`src/rtl/gate_test_pkg.sv`:
```
// -----------------------------------------------------------------------------
// gate_test_pkg
// Shared definitions for the 2-input gate self-test sequencer:
//   - state_e      : sequencer states (S_IDLE, S_APPLY, S_REPORT)
//   - TT_*         : truth tables of common gates, bit index = {a,b}
//   - COMBO_W      : width of the {a,b} combination counter
// -----------------------------------------------------------------------------
package gate_test_pkg;

    typedef enum logic [1:0] {
        S_IDLE   = 2'd0,
        S_APPLY  = 2'd1,
        S_REPORT = 2'd2
    } state_e;

    localparam logic [3:0] TT_XNOR = 4'b1001;
    localparam logic [3:0] TT_XOR  = 4'b0110;
    localparam logic [3:0] TT_AND  = 4'b1000;
    localparam logic [3:0] TT_OR   = 4'b1110;

    localparam int unsigned COMBO_W = 2;

endpackage

```
`src/rtl/gate_test_sequencer_dwell_timer.sv`:
```
// -----------------------------------------------------------------------------
// dwell_timer
// Counts the cycles an input combination has been held. The counter wraps to
// zero on its terminal count so consecutive combinations reuse it directly.
// Ports:
//   clk    : system clock, rising edge
//   rst    : synchronous active-high reset
//   clr_i  : force the count to zero (has priority over en_i)
//   en_i   : advance the count this cycle
//   tc_o   : high while the count equals DWELL_CYCLES-1
// -----------------------------------------------------------------------------
module dwell_timer #(
    parameter int unsigned DWELL_CYCLES = 4,
    parameter int unsigned CNT_W        = 8
) (
    input  logic clk,
    input  logic rst,
    input  logic clr_i,
    input  logic en_i,
    output logic tc_o
);

    localparam logic [CNT_W-1:0] TC_VAL = CNT_W'(DWELL_CYCLES - 1);

    logic [CNT_W-1:0] cnt_q;
    logic [CNT_W-1:0] cnt_d;

    assign tc_o = (cnt_q == TC_VAL);

    always_comb begin
        cnt_d = cnt_q;
        if (clr_i) begin
            cnt_d = '0;
        end else if (en_i) begin
            cnt_d = tc_o ? '0 : cnt_q + CNT_W'(1);
        end
    end

    always_ff @(posedge clk) begin
        if (rst) begin
            cnt_q <= '0;
        end else begin
            cnt_q <= cnt_d;
        end
    end

endmodule

```
`src/rtl/gate_test_sequencer.sv`:
```
// -----------------------------------------------------------------------------
// gate_test_sequencer
// Self-test controller for a 2-input combinational gate. A start in IDLE
// sweeps {a,b} = 00,01,10,11, holding each for DWELL_CYCLES cycles and
// sampling gate_out on the last cycle of each hold. A one-cycle REPORT then
// pulses done and publishes pass/mismatch against EXPECTED.
// Ports:
//   clk      : system clock, rising edge
//   rst      : synchronous active-high reset
//   start    : level, accepted only in IDLE
//   gate_out : output of the gate under test
//   gate_a   : drives gate input a
//   gate_b   : drives gate input b
//   busy     : high during APPLY and REPORT
//   done     : one-cycle pulse in REPORT
//   pass     : result == EXPECTED, held until next accepted start
//   result   : captured truth table, bit index = {a,b}
//   mismatch : result ^ EXPECTED, held until next accepted start
// -----------------------------------------------------------------------------
module gate_test_sequencer
    import gate_test_pkg::*;
#(
    parameter int unsigned DWELL_CYCLES = 4,
    parameter logic [3:0]  EXPECTED     = TT_XNOR,
    parameter int unsigned CNT_W        = 8
) (
    input  logic       clk,
    input  logic       rst,
    input  logic       start,
    input  logic       gate_out,
    output logic       gate_a,
    output logic       gate_b,
    output logic       busy,
    output logic       done,
    output logic       pass,
    output logic [3:0] result,
    output logic [3:0] mismatch
);

    localparam logic [COMBO_W-1:0] COMBO_LAST = '1;

    state_e             state_q;
    logic [COMBO_W-1:0] combo_q;
    logic [COMBO_W-1:0] combo_inc;
    logic               gate_a_q, gate_b_q;
    logic               busy_q, done_q, pass_q;
    logic [3:0]         result_q;
    logic [3:0]         result_d;
    logic [3:0]         mismatch_q;

    logic dwell_tc;
    logic dwell_en;
    logic dwell_clr;

    // Timer runs only while applying; it sits at zero everywhere else so the
    // first APPLY cycle always starts a fresh dwell.
    assign dwell_en  = (state_q == S_APPLY);
    assign dwell_clr = (state_q != S_APPLY);

    dwell_timer #(
        .DWELL_CYCLES (DWELL_CYCLES),
        .CNT_W        (CNT_W)
    ) u_dwell (
        .clk   (clk),
        .rst   (rst),
        .clr_i (dwell_clr),
        .en_i  (dwell_en),
        .tc_o  (dwell_tc)
    );

    assign combo_inc = combo_q + COMBO_W'(1);

    // Result including this cycle's sample, so the final combination's bit is
    // already visible when pass/mismatch are registered on entry to REPORT.
    always_comb begin
        result_d = result_q;
        if (state_q == S_APPLY && dwell_tc) begin
            result_d[combo_q] = gate_out;
        end
    end

    always_ff @(posedge clk) begin
        if (rst) begin
            state_q    <= S_IDLE;
            combo_q    <= '0;
            gate_a_q   <= 1'b0;
            gate_b_q   <= 1'b0;
            busy_q     <= 1'b0;
            done_q     <= 1'b0;
            pass_q     <= 1'b0;
            result_q   <= '0;
            mismatch_q <= '0;
        end else begin
            done_q   <= 1'b0;
            result_q <= result_d;
            case (state_q)
                S_IDLE: begin
                    gate_a_q <= 1'b0;
                    gate_b_q <= 1'b0;
                    busy_q   <= 1'b0;
                    if (start) begin
                        state_q    <= S_APPLY;
                        combo_q    <= '0;
                        busy_q     <= 1'b1;
                        pass_q     <= 1'b0;
                        result_q   <= '0;
                        mismatch_q <= '0;
                    end
                end
                S_APPLY: begin
                    if (dwell_tc) begin
                        if (combo_q == COMBO_LAST) begin
                            state_q    <= S_REPORT;
                            done_q     <= 1'b1;
                            gate_a_q   <= 1'b0;
                            gate_b_q   <= 1'b0;
                            pass_q     <= (result_d == EXPECTED);
                            mismatch_q <= result_d ^ EXPECTED;
                        end else begin
                            combo_q                <= combo_inc;
                            {gate_a_q, gate_b_q}   <= combo_inc;
                        end
                    end
                end
                S_REPORT: begin
                    state_q <= S_IDLE;
                    busy_q  <= 1'b0;
                end
                default: begin
                    state_q <= S_IDLE;
                end
            endcase
        end
    end

    assign gate_a   = gate_a_q;
    assign gate_b   = gate_b_q;
    assign busy     = busy_q;
    assign done     = done_q;
    assign pass     = pass_q;
    assign result   = result_q;
    assign mismatch = mismatch_q;

endmodule

```
`config.mk`:
```
export PLATFORM = sky130hd
export DESIGN_NAME = gate_test_sequencer
export DESIGN_NICKNAME = d
export VERILOG_FILES = /design/src/rtl/gate_test_pkg.sv /design/src/rtl/gate_test_sequencer_dwell_timer.sv /design/src/rtl/gate_test_sequencer.sv
export SDC_FILE = /design/constraint.sdc
export NUM_CORES = 1
export LEC_CHECK = 0
export ABC_CLOCK_PERIOD_IN_PS = 4200
export CAP_MARGIN = 20
export CORE_MARGIN = 2
export CORE_UTILIZATION = 56
export CTS_CLUSTER_DIAMETER = 30
export DETAILED_ROUTE_END_ITERATION = 8
export PLACE_DENSITY = 0.82
export SLEW_MARGIN = 20
export SYNTH_ARGS = -nofsm -noshare
export SYNTH_HDL_FRONTEND = slang
export SYNTH_SLANG_ARGS = --single-unit
```
`constraint.sdc`:
```
create_clock -name clk -period 4.2 [get_ports clk]
set_input_delay 0.84 -clock clk [delete_from_list [all_inputs] [get_ports clk]]
set_output_delay 0.84 -clock clk [all_outputs]
set_load 0.01 [all_outputs]
```
==> results of run 1 <==
[worst max-delay path, stage by stage]
cell and delay (ps):
clkdlybuf4s50_1 480, nor3b_2 260, nor2_2 130, a221o_1 460
a22o_1 250
[final timing paths]
path                            cells after the start                     startpoint                             to  slack [ps]
worst max-delay path                                5                          start       mismatch[0]$_SDFFE_PP0P_        2000
worst min-delay path                                1  u_dwell.cnt_q[0]$_SDFFE_PP0N_  u_dwell.cnt_q[0]$_SDFFE_PP0N_         460
worst max register to register                      4        state_q[0]$_SDFFE_PP0P_       mismatch[0]$_SDFFE_PP0P_        2280
worst min register to register                      1  u_dwell.cnt_q[0]$_SDFFE_PP0N_  u_dwell.cnt_q[0]$_SDFFE_PP0N_         460
[cell families (layout without fill, tap and decap cells)]
| kind of cell | count (synthesis) | in the layout | synth area share, % |
|---|---|---|---|
| and+or+nand+nor | 48 | 48 | 24.10 |
| DFF | 25 | 25 | 43.81 |
| AOI/OAI and AO/OA | 15 | 15 | 10.40 |
| buffers and inverters | 11 | 27 | 5.476 |
| muxes | 7 | 7 | 6.134 |
| xor gates and xnor gates | 6 | 6 | 4.600 |
| adders and majority gates | 5 | 5 | 5.476 |
[layout by cell type (no fill, tap or decap)]
master	instances
a21oi_1	1
a221o_1	1
a22o_1	1
a31oi_1	2
a32o_1	1
and2_2	1
and3_2	1
and4_2	1
and4b_1	1
clkbuf_4	3
clkdlybuf4s50_1	16
clkinv_2	2
dfxtp_1	25
ha_1	5
inv_1	6
mux2i_1	7
nand2_1	11
nand2_2	1
nand2b_1	1
nand3_1	9
nand3_2	1
nand4_1	3
nand4b_1	1
nor2_1	8
nor2_2	1
nor2b_1	1
nor3_1	5
nor3b_2	1
nor4b_4	1
o2111ai_1	1
o21ai_0	1
o22ai_1	1
o2bb2ai_1	4
o311ai_0	1
o41ai_1	1
xnor2_1	1
xor2_1	5
[power by group]
group | switching [mW] | total, mW | internal [mW]
registers | 0.00263 | 0.242 | 0.239
clock network | 0.0687 | 0.104 | 0.0355
logic | 0.0129 | 0.0213 | 0.00843
total | 0.0842 | 0.367 | 0.283
[cell usage after synthesis]
master,count
nand4b_1,1
clkinv_2,1
nor2b_1,1
o22ai_1,1
a21oi_1,1
and2_2,1
a22o_1,1
o2111ai_1,1
nand3_2,1
o21ai_0,1
nor3b_2,1
nor2_2,1
nand4_1,3
clkbuf_8,1
nand2_1,11
xnor2_1,1
a32o_1,1
nand2_2,1
and3_2,1
nor3_1,5
and4b_1,1
a221o_1,1
nor4b_4,1
xor2_1,5
inv_1,6
o41ai_1,1
buf_6,1
o2bb2ai_1,4
nand3_1,9
dfxtp_1,25
nor2_1,8
a31oi_1,2
mux2i_1,7
and4_2,1
ha_1,5
buf_2,2
o311ai_0,1
nand2b_1,1
[through the flow]
step	instance area [µm²]	power (mW)	hold WS, ps	cells	util (%)
2_1_floorplan	1142	0.2623	413.4	117	-
3_3_place_gp	1301	0.2669	426.1	156	67.01
3_5_place_dp	1301	0.2679	437.7	156	67.01
4_1_cts	1329	0.3708	462.8	160	68.43
5_1_grt	1329	0.3811	499.1	160	68.43
6_report	1329	0.3674	457.2	160	68.43
[final cells by class]
class                   count  area (µm²)
inverters                   7       27.53
multi-input cells          81       579.3
clock inverters             1       5.005
well taps                  27       33.78
repair buffers             16       160.2
clock buffers               3       22.52
flip-flops and latches     25       500.5
fillers                   167       613.1
[state kept, by name, indices dropped and copies added, names as in the netlist]
name,count
busy,1
combo_q,2
done,1
gate_a,1
gate_b,1
mismatch,4
pass,1
result,4
state_q,2
u_dwell.cnt_q,8
[metal layers]
metal	part of all wire (%)	track usage, %	vias up
met3	4.6	3.681	2
met2	49	37.61	22
li1	-	-	449
met1	45	28.18	450
met5	0	0	-
met4	0.56	7.143	0
==> reports/qor.txt, run 1 <==
crit start category - input pin
register clock-pin slew on the reported worst setup and hold paths - 130 ps
final RePlAce weighted congestion - 0.7470
Mapped Nets - 126
Initial Util - 58.83%
distinct cell type count after synthesis - 38
Final WS setup - 2001 ps
Final TNS setup - 0 ps
post_cts resized - 0
Row Count - 16
wire length per cell - 14.51 µm
input/output buffers - 16
drt total wl - 2321 µm
via count - 923
DP Wirelength - 1687 µm
# IOs - 17
# setup viols final - 0
RSZ-0062 raised after global routing - no
hold buffer count at CTS - 0
Global Route Usage Sum - 22.05%
post-synthesis cell count - 117
sequential fraction of the synthesis area - 43.81%
drt via density - 5.769
Clk Latency, worst-skew pair - 310 ps
die width - 49.17 µm
Slew @ Worst Pin - 608.2 ps
cts bufs inserted - 3
Post-CTS Setup Inserts - 0
DR DRC count - 0
area delta synth->final - 16.32%
initial DRC count - 35
Congestion Overflow GR - 0
fraction of layout cells with a size suffix above 1 - 9.774%
Synth top area share - 43.81%
Max Buffers Root-to-Sink - 2
Max VDD drop - 0.2133 mV
Max-Slew Margin vs Limit - 59.37%
vias in the first global route - 922
Clock Skews - 1.608 ps
area of the die - 2417 µm²
first-pass GRT wire length - 4209 µm
highest clock rate - 0.4547 GHz
Antenna diodes - 0
Final Hold Violating Endpoints - 0
#FFs+latches synth - 25
pwr dens - 276.5 nW/µm²
critical path type - in2reg
H-tree levels - 1
synthesized cell area - 1142 µm²
largest area contributor in the netlist - dfxtp_1
CTS tree - yes
Arr. time, crit path - 2420 ps
Required @ worst endpoint - 4420 ps
final net count - 143
DP Worst Slack - 1672 ps
worst-path fanout max - 8
clock sinks - 25
chip height - 49.17 µm
Synth warnings - 0
ANT nets after route - 0
crit path time final - 2199 ps
antenna violations before repair - 0
dominant cells by area after synthesis - dfxtp_1 44%, mux2i_1 6.1%, ha_1 5.5%, nand3_1 3.9%, xor2_1 3.8%
status - finished clean
DR pass1 iterations - 4
pin count of the biggest net entering global routing - 15
Leak Pwr - 0.4908 nW
Critical Path End Type - flip-flop
max cap viols - 0
syn avg cell area - 9.764 µm²
CTS root buf - clkbuf_4
total core area - 1942 µm²
HP Class - reg2reg
Slew Viols, Final - 0
Final Cycle Share - 52.37%
No activity file was read; power rests on OpenSTA's default activity.
==> run 2: changes to the inputs <==
- ABC_CLOCK_PERIOD_IN_PS: 4200 -> 1900
- CORE_ASPECT_RATIO: not set -> 0.6
- CORE_UTILIZATION: 56 -> 47
- PLACE_DENSITY: 0.82 -> 0.74
- clock period: 4.2 -> 1.9 ns (I/O delays scaled with it)
==> reports/qor.txt, run 2 (same netlist as run 1, synthesis figures left out) <==
post_cts resized - 0 (unchanged)
fraction of layout cells with a size suffix above 1 - 13.67% (was 9.774%)
Worst Hold Launch - u_dwell.cnt_q[0]$_SDFFE_PP0N_ (unchanged)
Final Cycle Share - 90.00%
Clock Skews - 6.976 ps (was 1.608 ps)
Max-Slew Margin vs Limit - 73.74% (was 59.37%)
pin count of the biggest net entering global routing - 16 (was 15)
Final Hold Violating Endpoints - 0 (unchanged)
R2R depth - 5 (was 4)
die width - 67.65 µm (was 49.17 µm)
initial DRC count - 46 (was 35)
Final TNS setup - 0 ps (unchanged)
max cap viols - 0 (unchanged)
input/output buffers - 16 (unchanged)
Antenna diodes - 0 (unchanged)
worst-path fanout max - 5 (was 8)
DR pass1 iterations - 4 (unchanged)
vias in the first global route - 890 (was 922)
most frequent cells in the layout - 25 x dfxtp_1, 16 x clkdlybuf4s50_1, 11 x nand2_1 (unchanged)
clock sinks - 25 (unchanged)
antenna violations before repair - 0 (unchanged)
Min Hold Slack - 454.7 ps (was 457.2 ps)
area of the die - 2854 µm² (was 2417 µm²)
Critical Path End Type - flip-flop (unchanged)
pwr dens - 653.8 nW/µm² (was 276.5 nW/µm²)
critical path type - reg2reg (was in2reg)
Arr. time, crit path - 1890 ps (was 2420 ps)
final net count - 149 (was 143)
DR DRC count - 0 (unchanged)
via count - 935 (was 923)
Tot Pwr - 914.5 µW (was 367.4 µW)
Post-CTS Setup Inserts - 0 (unchanged)
cts bufs inserted - 3 (unchanged)
most common cell after layout, fill and taps aside - dfxtp_1 (unchanged)
total core area - 2228 µm² (was 1942 µm²)
Top reg by flops - u_dwell.cnt_q (unchanged)
highest clock rate - 0.5848 GHz
crit start category - flip-flop (was input pin)
Initial Util - 51.26% (was 58.83%)
hold buffer count at CTS - 0 (unchanged)
Global Route Usage Sum - 20.42% (was 22.05%)
Max VDD drop - 0.3021 mV (was 0.2133 mV)
chip height - 42.19 µm (was 49.17 µm)
CTS root buf - clkbuf_8 (was clkbuf_4)
worst hold stages - 1 (unchanged)
area of the multi-input gates - 579.3 µm² (unchanged)
worst flop-to-flop path startpoint - u_dwell.cnt_q[0]$_SDFFE_PP0N_ (was state_q[0]$_SDFFE_PP0P_)
DP Wirelength - 1916 µm (was 1687 µm)
status - finished clean (unchanged)
r2r setup slk - 190 ps (was 2280 ps)
end point of the worst hold path - u_dwell.cnt_q[0]$_SDFFE_PP0N_ (unchanged)
FF/Latch Area - 500.5 µm² (unchanged)
ANT nets after route - 0 (unchanged)
Leak Pwr - 0.5245 nW (was 0.4908 nW)
max reg flops - 8 (unchanged)
first-pass GRT wire length - 4195 µm (was 4209 µm)
Max Buffers Root-to-Sink - 2 (unchanged)
Required @ worst endpoint - 2080 ps (was 4420 ps)
CTS tree - yes (unchanged)
Slew Viols, Final - 0 (unchanged)
Congestion Overflow GR - 0 (unchanged)
# IOs - 17 (unchanged)
reg2reg end - mismatch[0]$_SDFFE_PP0P_ (unchanged)
register clock-pin slew on the reported worst setup and hold paths - 90 ps (was 130 ps)
DP Cell Count - 165 (was 156)
RSZ-0062 raised after global routing - no (unchanged)
Fillers - 174 (was 167)
drt via density - 5.533 (was 5.769)
Slew @ Worst Pin - 389.0 ps (was 608.2 ps)
Row Count - 13 (was 16)
HP Class - reg2reg (unchanged)
# setup viols final - 0 (unchanged)
H-tree levels - 1 (unchanged)
fin cells - 169 (was 160)
area delta synth->final - 22.45% (was 16.32%)
wire length per cell - 14.98 µm (was 14.51 µm)
crit path time final - 1710 ps
drt total wl - 2532 µm (was 2321 µm)
Clk Latency, worst-skew pair - 270 ps (was 310 ps)
final RePlAce weighted congestion - 0.8077 (was 0.7470)
-- run 2: cell count changes in the layout (fill, tap and decap cells not counted) --
cell        before  now
clkinv_2         2    1
clkbuf_8         0    3
buf_4            0    6
clkbuf_4         3    0
clkinvlp_4       0    1
-- run 2: routing by layer --
| layer | part of all wire, % | GRT usage (%) | vias to the layer above |
|---|---|---|---|
| li1 | - | - | 464 |
| met1 | 50 | 29.77 | 438 |
| met2 | 42 | 28.63 | 31 |
| met3 | 7.3 | 6.989 | 2 |
| met4 | 0.75 | 4.898 | 0 |
| met5 | 0 | 0 | - |
-- run 2: through the flow --
stage / utilization [%] / setup WS [ps] / instance area [µm²]
3_5_place_dp: 60.58 / -83.23 / 1350
4_1_cts: 62.77 / 199.6 / 1399
3_3_place_gp: 60.58 / -49.91 / 1350
5_1_grt: 62.77 / 113.7 / 1399
2_1_floorplan: - / 275.2 / 1142
6_report: 62.77 / 189.9 / 1399
-- run 2: area by class of cell --
cell class	instances	area share (%)
Multi-Input combinational cell	81	41.41
Clock inverter	1	0.5367
Timing Repair Buffer	22	14.67
Clock buffer	3	2.952
Tap cell	30	2.683
Sequential cell	25	35.78
Inverter	7	1.968
-- run 2: worst max-delay path by stage --
stage	start	end	slack, ps	depth (start not counted)
floorplan	u_dwell.cnt_q[0]$_SDFFE_PP0N_	mismatch[0]$_SDFFE_PP0P_	280	5
global placement	start	mismatch[0]$_SDFFE_PP0P_	-50	5
detailed placement	start	mismatch[0]$_SDFFE_PP0P_	-80	5
CTS	u_dwell.cnt_q[0]$_SDFFE_PP0N_	mismatch[0]$_SDFFE_PP0P_	200	5
global route	u_dwell.cnt_q[0]$_SDFFE_PP0N_	combo_q[1]$_SDFFE_PP0P_	110	5
finish	u_dwell.cnt_q[0]$_SDFFE_PP0N_	mismatch[0]$_SDFFE_PP0P_	190	5
-- run 2: power by group --
| part | switching (mW) | internal (mW) |
|---|---|---|
| registers | 0.00584 | 0.528 |
| clock network | 0.176 | 0.149 |
| logic | 0.0306 | 0.0249 |
| total | 0.213 | 0.702 |
-- run 2: worst max-delay path, cell delays in order (launching register included) --
cell	delay [ps]
dfxtp_1	360
ha_1	190
nor4b_4	270
nand2_2	130
a221o_1	410
a22o_1	250
